===== src/rtl/loader_pkg.sv =====
// Shared definitions for the instruction-memory boot loader: FSM states and frame field widths.
package loader_pkg;

  localparam int unsigned LEN_W  = 16;
  localparam int unsigned BYTE_W = 8;
  localparam int unsigned WORD_W = 32;

  typedef enum logic [2:0] {
    ST_IDLE,
    ST_LEN0,
    ST_LEN1,
    ST_DATA,
    ST_CHK,
    ST_DONE,
    ST_ERR
  } state_t;

endpackage


===== src/rtl/imem_word_packer.sv =====
// Little-endian 4-byte word assembler; presents a completed word with a one-cycle word_valid.
module imem_word_packer
  import loader_pkg::*;
(
  input  logic              clk,
  input  logic              rst_n,
  input  logic              clear,
  input  logic              byte_valid,
  input  logic [BYTE_W-1:0] byte_in,
  output logic [1:0]        byte_idx,
  output logic [WORD_W-1:0] word,
  output logic              word_valid
);

  // Bytes 0..2 of the word in progress; byte 0 ends up in the low lane.
  logic [3*BYTE_W-1:0] lower;

  always_ff @(posedge clk or negedge rst_n) begin
    if (!rst_n) begin
      byte_idx   <= '0;
      lower      <= '0;
      word       <= '0;
      word_valid <= 1'b0;
    end else begin
      word_valid <= 1'b0;
      if (clear) begin
        byte_idx <= '0;
        lower    <= '0;
      end else if (byte_valid) begin
        byte_idx <= byte_idx + 2'd1;
        lower    <= {byte_in, lower[3*BYTE_W-1:BYTE_W]};
        if (byte_idx == 2'd3) begin
          word       <= {byte_in, lower};
          word_valid <= 1'b1;
        end
      end
    end
  end

endmodule


===== src/rtl/imem_loader.sv =====
// Boot-time instruction memory writer: framed byte stream in, sequential word writes out,
// core held in reset until a checksummed image has loaded completely.
module imem_loader
  import loader_pkg::*;
#(
  parameter logic [31:0] BASE_ADDR = 32'h0000_0000,
  parameter int unsigned MAX_WORDS = 256
) (
  input  logic        clk,
  input  logic        reset,
  input  logic        start,
  input  logic [7:0]  rx_data,
  input  logic        rx_valid,
  output logic        rx_ready,
  output logic [31:0] IMwaddress,
  output logic [31:0] IMwdata,
  output logic        IMwenable,
  output logic        cpu_hold,
  output logic        done,
  output logic        error,
  output logic [15:0] words_loaded
);

  state_t state, state_next;

  logic [BYTE_W-1:0] len_lo;
  logic [LEN_W-1:0]  len;
  logic [BYTE_W-1:0] checksum;
  logic              xfer;
  logic [LEN_W-1:0]  len_rx;
  logic [1:0]        byte_idx;
  logic              last_byte;
  logic              packer_clear;
  logic              packer_byte;

  assign xfer         = rx_valid && rx_ready;
  assign len_rx       = {rx_data, len_lo};
  assign packer_clear = (state == ST_LEN1) && xfer;
  assign packer_byte  = (state == ST_DATA) && xfer;
  assign last_byte    = packer_byte && (byte_idx == 2'd3);

  imem_word_packer u_packer (
    .clk        (clk),
    .rst_n      (reset),
    .clear      (packer_clear),
    .byte_valid (packer_byte),
    .byte_in    (rx_data),
    .byte_idx   (byte_idx),
    .word       (IMwdata),
    .word_valid (IMwenable)
  );

  always_ff @(posedge clk or negedge reset) begin
    if (!reset) state <= ST_IDLE;
    else        state <= state_next;
  end

  always_comb begin
    state_next = state;
    case (state)
      ST_IDLE, ST_DONE, ST_ERR: if (start) state_next = ST_LEN0;
      ST_LEN0: if (xfer) state_next = ST_LEN1;
      ST_LEN1: begin
        if (xfer) begin
          if (32'(len_rx) > MAX_WORDS) state_next = ST_ERR;
          else if (len_rx == '0)      state_next = ST_CHK;
          else                        state_next = ST_DATA;
        end
      end
      // Leave DATA on the byte completing word N; the write itself happens in the next cycle.
      ST_DATA: if (last_byte && (words_loaded + 16'd1 == len)) state_next = ST_CHK;
      ST_CHK: begin
        if (xfer) state_next = (rx_data == checksum) ? ST_DONE : ST_ERR;
      end
      default: state_next = ST_IDLE;
    endcase
  end

  always_comb begin
    rx_ready = 1'b0;
    done     = 1'b0;
    error    = 1'b0;
    cpu_hold = 1'b1;
    case (state)
      ST_LEN0, ST_LEN1, ST_DATA, ST_CHK: rx_ready = 1'b1;
      ST_DONE: begin
        done     = 1'b1;
        cpu_hold = 1'b0;
      end
      ST_ERR:  error = 1'b1;
      default: ;
    endcase
  end

  always_ff @(posedge clk or negedge reset) begin
    if (!reset) begin
      len_lo       <= '0;
      len          <= '0;
      checksum     <= '0;
      words_loaded <= '0;
      IMwaddress   <= '0;
    end else begin
      if ((state == ST_LEN0) && xfer) len_lo <= rx_data;
      if (packer_clear) begin
        len          <= len_rx;
        checksum     <= '0;
        words_loaded <= '0;
      end
      if (packer_byte) checksum <= checksum ^ rx_data;
      if (last_byte) begin
        IMwaddress   <= BASE_ADDR + 32'({words_loaded, 2'b00});
        words_loaded <= words_loaded + 16'd1;
      end
    end
  end

endmodule


===== config.mk =====
export PLATFORM = sky130hd
export DESIGN_NAME = imem_loader
export DESIGN_NICKNAME = d
export VERILOG_FILES = /design/src/rtl/loader_pkg.sv /design/src/rtl/imem_word_packer.sv /design/src/rtl/imem_loader.sv
export SDC_FILE = /design/constraint.sdc
export NUM_CORES = 1
export LEC_CHECK = 0
export CAP_MARGIN = 20
export CELL_PAD_IN_SITES_DETAIL_PLACEMENT = 0
export CELL_PAD_IN_SITES_GLOBAL_PLACEMENT = 1
export CORE_MARGIN = 5
export CORE_UTILIZATION = 44
export DETAILED_ROUTE_END_ITERATION = 7
export PLACE_DENSITY_LB_ADDON = 0.1
export SETUP_SLACK_MARGIN = 0.1
export SLEW_MARGIN = 40
export SYNTH_ARGS = -nofsm -noshare
export SYNTH_HDL_FRONTEND = slang
export SYNTH_SLANG_ARGS = --single-unit

===== constraint.sdc =====
create_clock -name clk -period 4 [get_ports clk]
set_input_delay 0.4 -clock clk [delete_from_list [all_inputs] [get_ports clk]]
set_output_delay 0.4 -clock clk [all_outputs]
set_load 0.01 [all_outputs]

# Word level (Yosys, flattened, before mapping)
# Cells that the tools add are included.
[totals]
out_inout_bits = 85
word_cells = 67
in_bits = 12
regBits = 126
[classes]
mux = 24
magnitude_cmp = 1
n_reduce_logical = 14
add_sub_neg = 2
n_eq_ne = 14
bitwise_logic = 2
[op_table]
columns = ["op", "count"]
rows = [
  ["two-way mux 24 bit", 2],
  ["two-way mux 16 bit", 2],
  ["two-way mux 3 bit", 7],
  ["adder 16 x 1 -> 16 bit (second input constant)", 1],
  ["equality test 16 bit", 1],
  ["greater-than comparator 16 x 9 -> 1 bit (second input constant)", 1],
  ["logical NOT 16 bit", 1],
  ["two-way mux 8 bit", 2],
  ["case mux 3 bit (5 select lines)", 1],
  ["equality test 3 bit (second input constant)", 3],
  ["equality test 8 bit", 1],
  ["inequality test 2 bit (second input constant)", 4],
  ["XOR 8 bit", 1],
  ["two-way mux 1 bit", 7],
  ["equality test 3 x 2 -> 1 bit (second input constant)", 2],
  ["logical AND 1 bit", 6],
  ["two-way mux 2 bit", 3],
  ["AND reduction 5 bit", 1],
  ["nonzero test 2 bit", 2],
  ["OR reduction 4 bit", 1],
  ["equality test 3 x 1 -> 1 bit (second input constant)", 1],
  ["logical NOT 3 bit", 1],
  ["AND reduction 3 bit", 1],
  ["OR reduction 3 bit", 1],
  ["other kinds (4)", 4],
]

# Depth between registers and ports, before layout
[depth]
ltp_word = 9
ltp_mapped = 9
depth_no_buf = 8

# Modules after synthesis
# Synthesis repeated with hierarchy kept, for this count alone.
[hier_totals]
cells_unflattened = 574
area_unflattened_um2 = 6293.5
[modules_own_cells]
columns = ["module", "cells_per_inst", "seq_area_each_um2", "area_each_um2", "instances"]
rows = [
  ["imem_loader", 419, 1676.6, 3880.0, 1],
  ["imem_word_packer", 155, 1476.4, 2413.6, 1],
]

# Worst setup path before layout
# Ideal clock, no wire load.
[synth_timing]
kind = "register -> register"
startpoint = "register words_loaded[0]"
endpoint = "register state[1]"
path_slack_ns = 1.786
synth_period_minus_slack_ns = 2.214
arrival_time_ns = 2.085
path_stages_with_launch = 9
required_time_ns = 3.871
setup_time_ns = 0.129
path_buffers = 1
path_cell_list = "dfrtp_1 ha_1 buf_2 nand4_4 nor4_4 xnor2_1 a2111oi_4 and4_4 o22ai_1"
[synth_between]
elab_chain_cells = 5
[synth_lines]
columns = ["element", "line_no", "rtl"]
rows = [
  ["start, declared", "imem_loader.sv:21", "output logic [15:0] words_loaded"],
  ["start signal, assigned", "imem_loader.sv:112", "words_loaded <= words_loaded + 16'd1;"],
  ["adder 16 x 1 -> 16 bit", "imem_loader.sv:71", "ST_DATA: if (last_byte && (words_loaded + 16'd1 == len)) state_next = ST_CHK;"],
  ["equality test 16 bit", "imem_loader.sv:71", ""],
  ["logical AND 1 bit", "imem_loader.sv:71", ""],
  ["inequality test 2 x 1 -> 1 bit (no source line)", "n/a", ""],
  ["AND reduction 5 bit (no source line)", "n/a", ""],
  ["end signal, assigned", "imem_loader.sv:55", "else state <= state_next;"],
  ["end, declared", "imem_loader.sv:24", "state_t state, state_next;"],
]
# No other way between the ends.
# A chain may end at the register's enable or synchronous reset.

# Worst setup path after layout
[layout_timing]
startpoint = "register state[0]"
endpoint = "register words_loaded[7]"
[layout_between]
elab_chain_cells = 7
elab_cells_between_ends = 12
cone_classes = "4 x eq/ne; 2 x mux; 6 x reduce/logical"
[layout_lines]
columns = ["element", "line_no", "rtl"]
rows = [
  ["equality test 3 x 2 -> 1 bit, or another cell as far along", "imem_loader.sv:38, imem_loader.sv:84", ""],
  ["OR reduction 4 bit", "imem_loader.sv:84", "case (state)"],
  ["two-way mux 1 bit", "imem_loader.sv:84", ""],
  ["logical AND 1 bit", "imem_loader.sv:36", "assign xfer = rx_valid && rx_ready;"],
  ["logical AND 1 bit", "imem_loader.sv:39", "assign packer_byte = (state == ST_DATA) && xfer;"],
  ["logical AND 1 bit", "imem_loader.sv:40", "assign last_byte = packer_byte && (byte_idx == 2'd3);"],
  ["two-way mux 16 bit or nonzero test 2 bit (tied branches)", "n/a", ""],
]
# Several ways; a longest one is shown, not always the timed one.

==> run summary <==
timing-limited maximum frequency: 0.413 GHz
H-tree level count: 4
worst-case hold slack: -36.2 ps
number of synthesis warnings: 0
DRC marker count from the first detailed-route iteration: 251
dominant synthesized flop cell: sky130_fd_sc_hd__dfrtp_1
Setup Crit Path Kind: flip-flop to flip-flop
data required time at the worst endpoint: 4300 ps
crit path capture type: flip-flop
biggest fanout along the worst timing path: 22
Synth-to-Final Area Change: 23.6%
class of the worst hold path: input port to asynchronous set/reset pin
overflow left after global routing: 0
hold buffer count at cts: 0
power density relative to cell area: 617 mW/mm^2
Distinct cells, synth: 58
Critical Path Slowest Stage Cell: sky130_fd_sc_hd__dfrtp_1
via count of the first global-routing pass: 4394
first-pass GRT wire length: 22900 um
critical path startpoint category: flip-flop
vertical extent of the die: 127 um
post-CTS setup-driven buffer insertion count: 0
clock latency on the worst-skew pair: 420 ps
Post-synth ARST share: 1.00
routability congestion estimate: 0.795
standby leakage power: 3.40 nW
worst setup path startpoint: state[0]
Final period util: 0.606
I/O pins: 97
starting density of the core: 0.452
violations in the final reports: hold timing
fraction of layout cells with a size suffix above 1: 0.110
clock sink total: 126
final wirelength: 13800 um
DRC violations left: 0
global routing usage summed across all routing layers: 0.178
post-place setup slack: 1390 ps
final hold vios: 60
count of TritonRoute iterations in the first routing pass: 4
Final Critical Period: 2420 ps
quantity of I/O buffers inserted on ports: 80
final worst clock skew: 12.6 ps
sum of net half-perimeters after detailed placement: 9220 um
number of inserted diodes: 0
sum of negative setup slack: 0 ps
number of cells upsized or downsized after cts: 0
number of instances in the synthesized netlist: 649
post-CTS clock slew at the launch and capture registers of the worst setup and hold paths: 60 ps
post-DR vias/cell: 5.14
final setup fails: 0
final worst-path setup slack: 1580 ps
synthesized flop and latch total: 126
maximum single-stage delay on the critical path: 680 ps
number of pins exceeding their max-slew limit in the final report: 0
root buffer cell: sky130_fd_sc_hd__clkbuf_16
number of rows in the core area: 42
syn_area_per_cell: 9.30 um^2
clock tree from TritonCTS: yes
Avg WL per Cell: 15.3 um
maximum clock insertion buffer count: 2
Mapped Area: 0.00604 mm^2
most prevalent standard cell on the critical path: sky130_fd_sc_hd__buf_4
status: complete, but fails checks
worst rel slew slack: 0.486
EDFF count, synth: 0
via count of the routed design: 4634
x dimension of the die: 127 um
unrepaired setup endpoints after global routing: false
measured slew at the worst slew-check pin: 752 ps
area of the placeable core: 0.0133 mm^2
highest ir drop seen on vdd: 0.381 mV
die footprint: 0.0162 mm^2
antenna violations before repair: 0
arrival time of the worst setup path: 2730 ps
residual antenna-violating net count after detailed routing: 0
CTS Buf Count: 17
total number of nets in the final design: 727
largest net degree at the start of global routing: 69
cell-by-cell listing of the critical path: buf_4 > nor2_1 > buf_4 > nor2_1 > buf_4 > o21ai_0 > o41ai_1
beginning of the worst register-to-register path: state[0]
proportion of synthesized chip area in sequential cells: 0.522
worst reg-to-reg setup slack: 1580 ps
maximum capacitance violations: 0
layout by cell type, fill, tap and decap left out, drive strengths merged, types with 2 or more instances in the layout:
master,count
mux2,25
nor4,6
o21ai,59
a211o,2
xnor2,25
o31a,2
clkbuf,23
clkinvlp,2
o41ai,3
nand2,218
nor3,5
buf,8
nor2b,5
clkinv,5
nor2,26
xor2,4
dfrtp,126
inv,10
nor3b,5
a211oi,2
a2111oi,2
a31oi,2
nand2b,4
and3,2
nand4,9
ha,2
and4,3
o22ai,2
a21oi,9
o311ai,2
a22o,2
or3,3
conb,16
nand3,10
o31ai,4
clkdlybuf4s50,79
synth_stat cells, types with 4 or more instances:
| library cell | number | share of area |
|---|---|---|
| sky130_fd_sc_hd__a21oi_1 | 9 | 0.0075 |
| sky130_fd_sc_hd__buf_1 | 6 | 0.0037 |
| sky130_fd_sc_hd__buf_2 | 7 | 0.0058 |
| sky130_fd_sc_hd__buf_4 | 22 | 0.027 |
| sky130_fd_sc_hd__clkbuf_1 | 22 | 0.014 |
| sky130_fd_sc_hd__dfrtp_1 | 126 | 0.52 |
| sky130_fd_sc_hd__inv_1 | 9 | 0.0056 |
| sky130_fd_sc_hd__mux2_2 | 25 | 0.047 |
| sky130_fd_sc_hd__nand2_1 | 217 | 0.13 |
| sky130_fd_sc_hd__nand2b_1 | 4 | 0.0041 |
| sky130_fd_sc_hd__nand3_1 | 8 | 0.0066 |
| sky130_fd_sc_hd__nand4_1 | 8 | 0.0083 |
| sky130_fd_sc_hd__nor2_1 | 26 | 0.016 |
| sky130_fd_sc_hd__nor2b_1 | 5 | 0.0052 |
| sky130_fd_sc_hd__nor3_1 | 5 | 0.0041 |
| sky130_fd_sc_hd__nor3b_1 | 5 | 0.0062 |
| sky130_fd_sc_hd__nor4_1 | 4 | 0.0041 |
| sky130_fd_sc_hd__o21ai_0 | 59 | 0.049 |
| sky130_fd_sc_hd__o31ai_1 | 4 | 0.0050 |
| sky130_fd_sc_hd__xnor2_1 | 25 | 0.036 |
| sky130_fd_sc_hd__xor2_1 | 4 | 0.0058 |
worst max-delay path, delay by kind of cell, from the launching register on:
kind                   cells  cell delay, ps
flip-flops                 1             680
buffers and inverters      3             840
AO/OA/AOI/OAI              2             190
AND/OR/NAND/NOR            2             570
state kept, by name, summed over array words and instances (netlist names):
name and cells:
IMwaddress 16, checksum 8, len 16, len_lo 8, state 3, u_packer.byte_idx 2, u_packer.lower 24, u_packer.word 32
u_packer.word_valid 1, words_loaded 16
through the flow:
stage	util	hold WS, ps	instances	power, mW	instance area (um^2)
floorplan	-	104	664	2.70	6090
global placement	0.515	451	870	3.10	6870
detailed placement	0.515	459	870	3.14	6880
CTS	0.559	91.1	902	4.65	7460
global route	0.559	7.94	902	4.89	7460
finish	0.559	-36.2	902	4.60	7460
final cells by class:
type	count	area, um^2
Fill cell	1257	5890
Tap cell	176	220
Timing Repair Buffer	87	867
Multi-Input combinational cell	472	2610
Clock buffer	23	498
Inverter	9	33.8
Sequential cell	126	3150
Clock inverter	9	82.6
power breakdown:
part	internal (mW)	switching, mW
logic	0.603	0.580
clock network	0.934	0.557
registers	1.62	0.311
final timing paths:
kind | cells after the start | endpoint
worst max-delay path | 7 | words_loaded[7]
worst min-delay path | 1 | u_packer.word[24]
worst max register to register | 7 | words_loaded[7]
worst min register to register | 2 | u_packer.word[3]
max in group asynchronous | 2 | IMwaddress[5]
min in group clk | 2 | u_packer.word[3]
metal layers:
layer | routed length, um | GRT usage | vias to the layer above
met5 | 0 | 0 | -
met4 | 199 | 0.0587 | 0
met3 | 828 | 0.0480 | 17
met2 | 6140 | 0.261 | 121
met1 | 6650 | 0.256 | 2235
li1 | - | - | 2261
cell families (layout without fill, tap and decap cells):
kind of cell / Yosys count / in the layout / synth area share
other: 1 / 16 / 0.000621
XOR/XNOR: 29 / 29 / 0.0421
buffers and inverters: 66 / 128 / 0.0562
AO/OA/AOI/OAI: 99 / 99 / 0.102
adder cells (fa/ha/maj): 3 / 3 / 0.00580
multiplexers: 25 / 25 / 0.0466
flip-flops: 126 / 126 / 0.522
AND/OR/NAND/NOR: 300 / 300 / 0.224
Note: power is estimated with default switching activity, not from simulation.
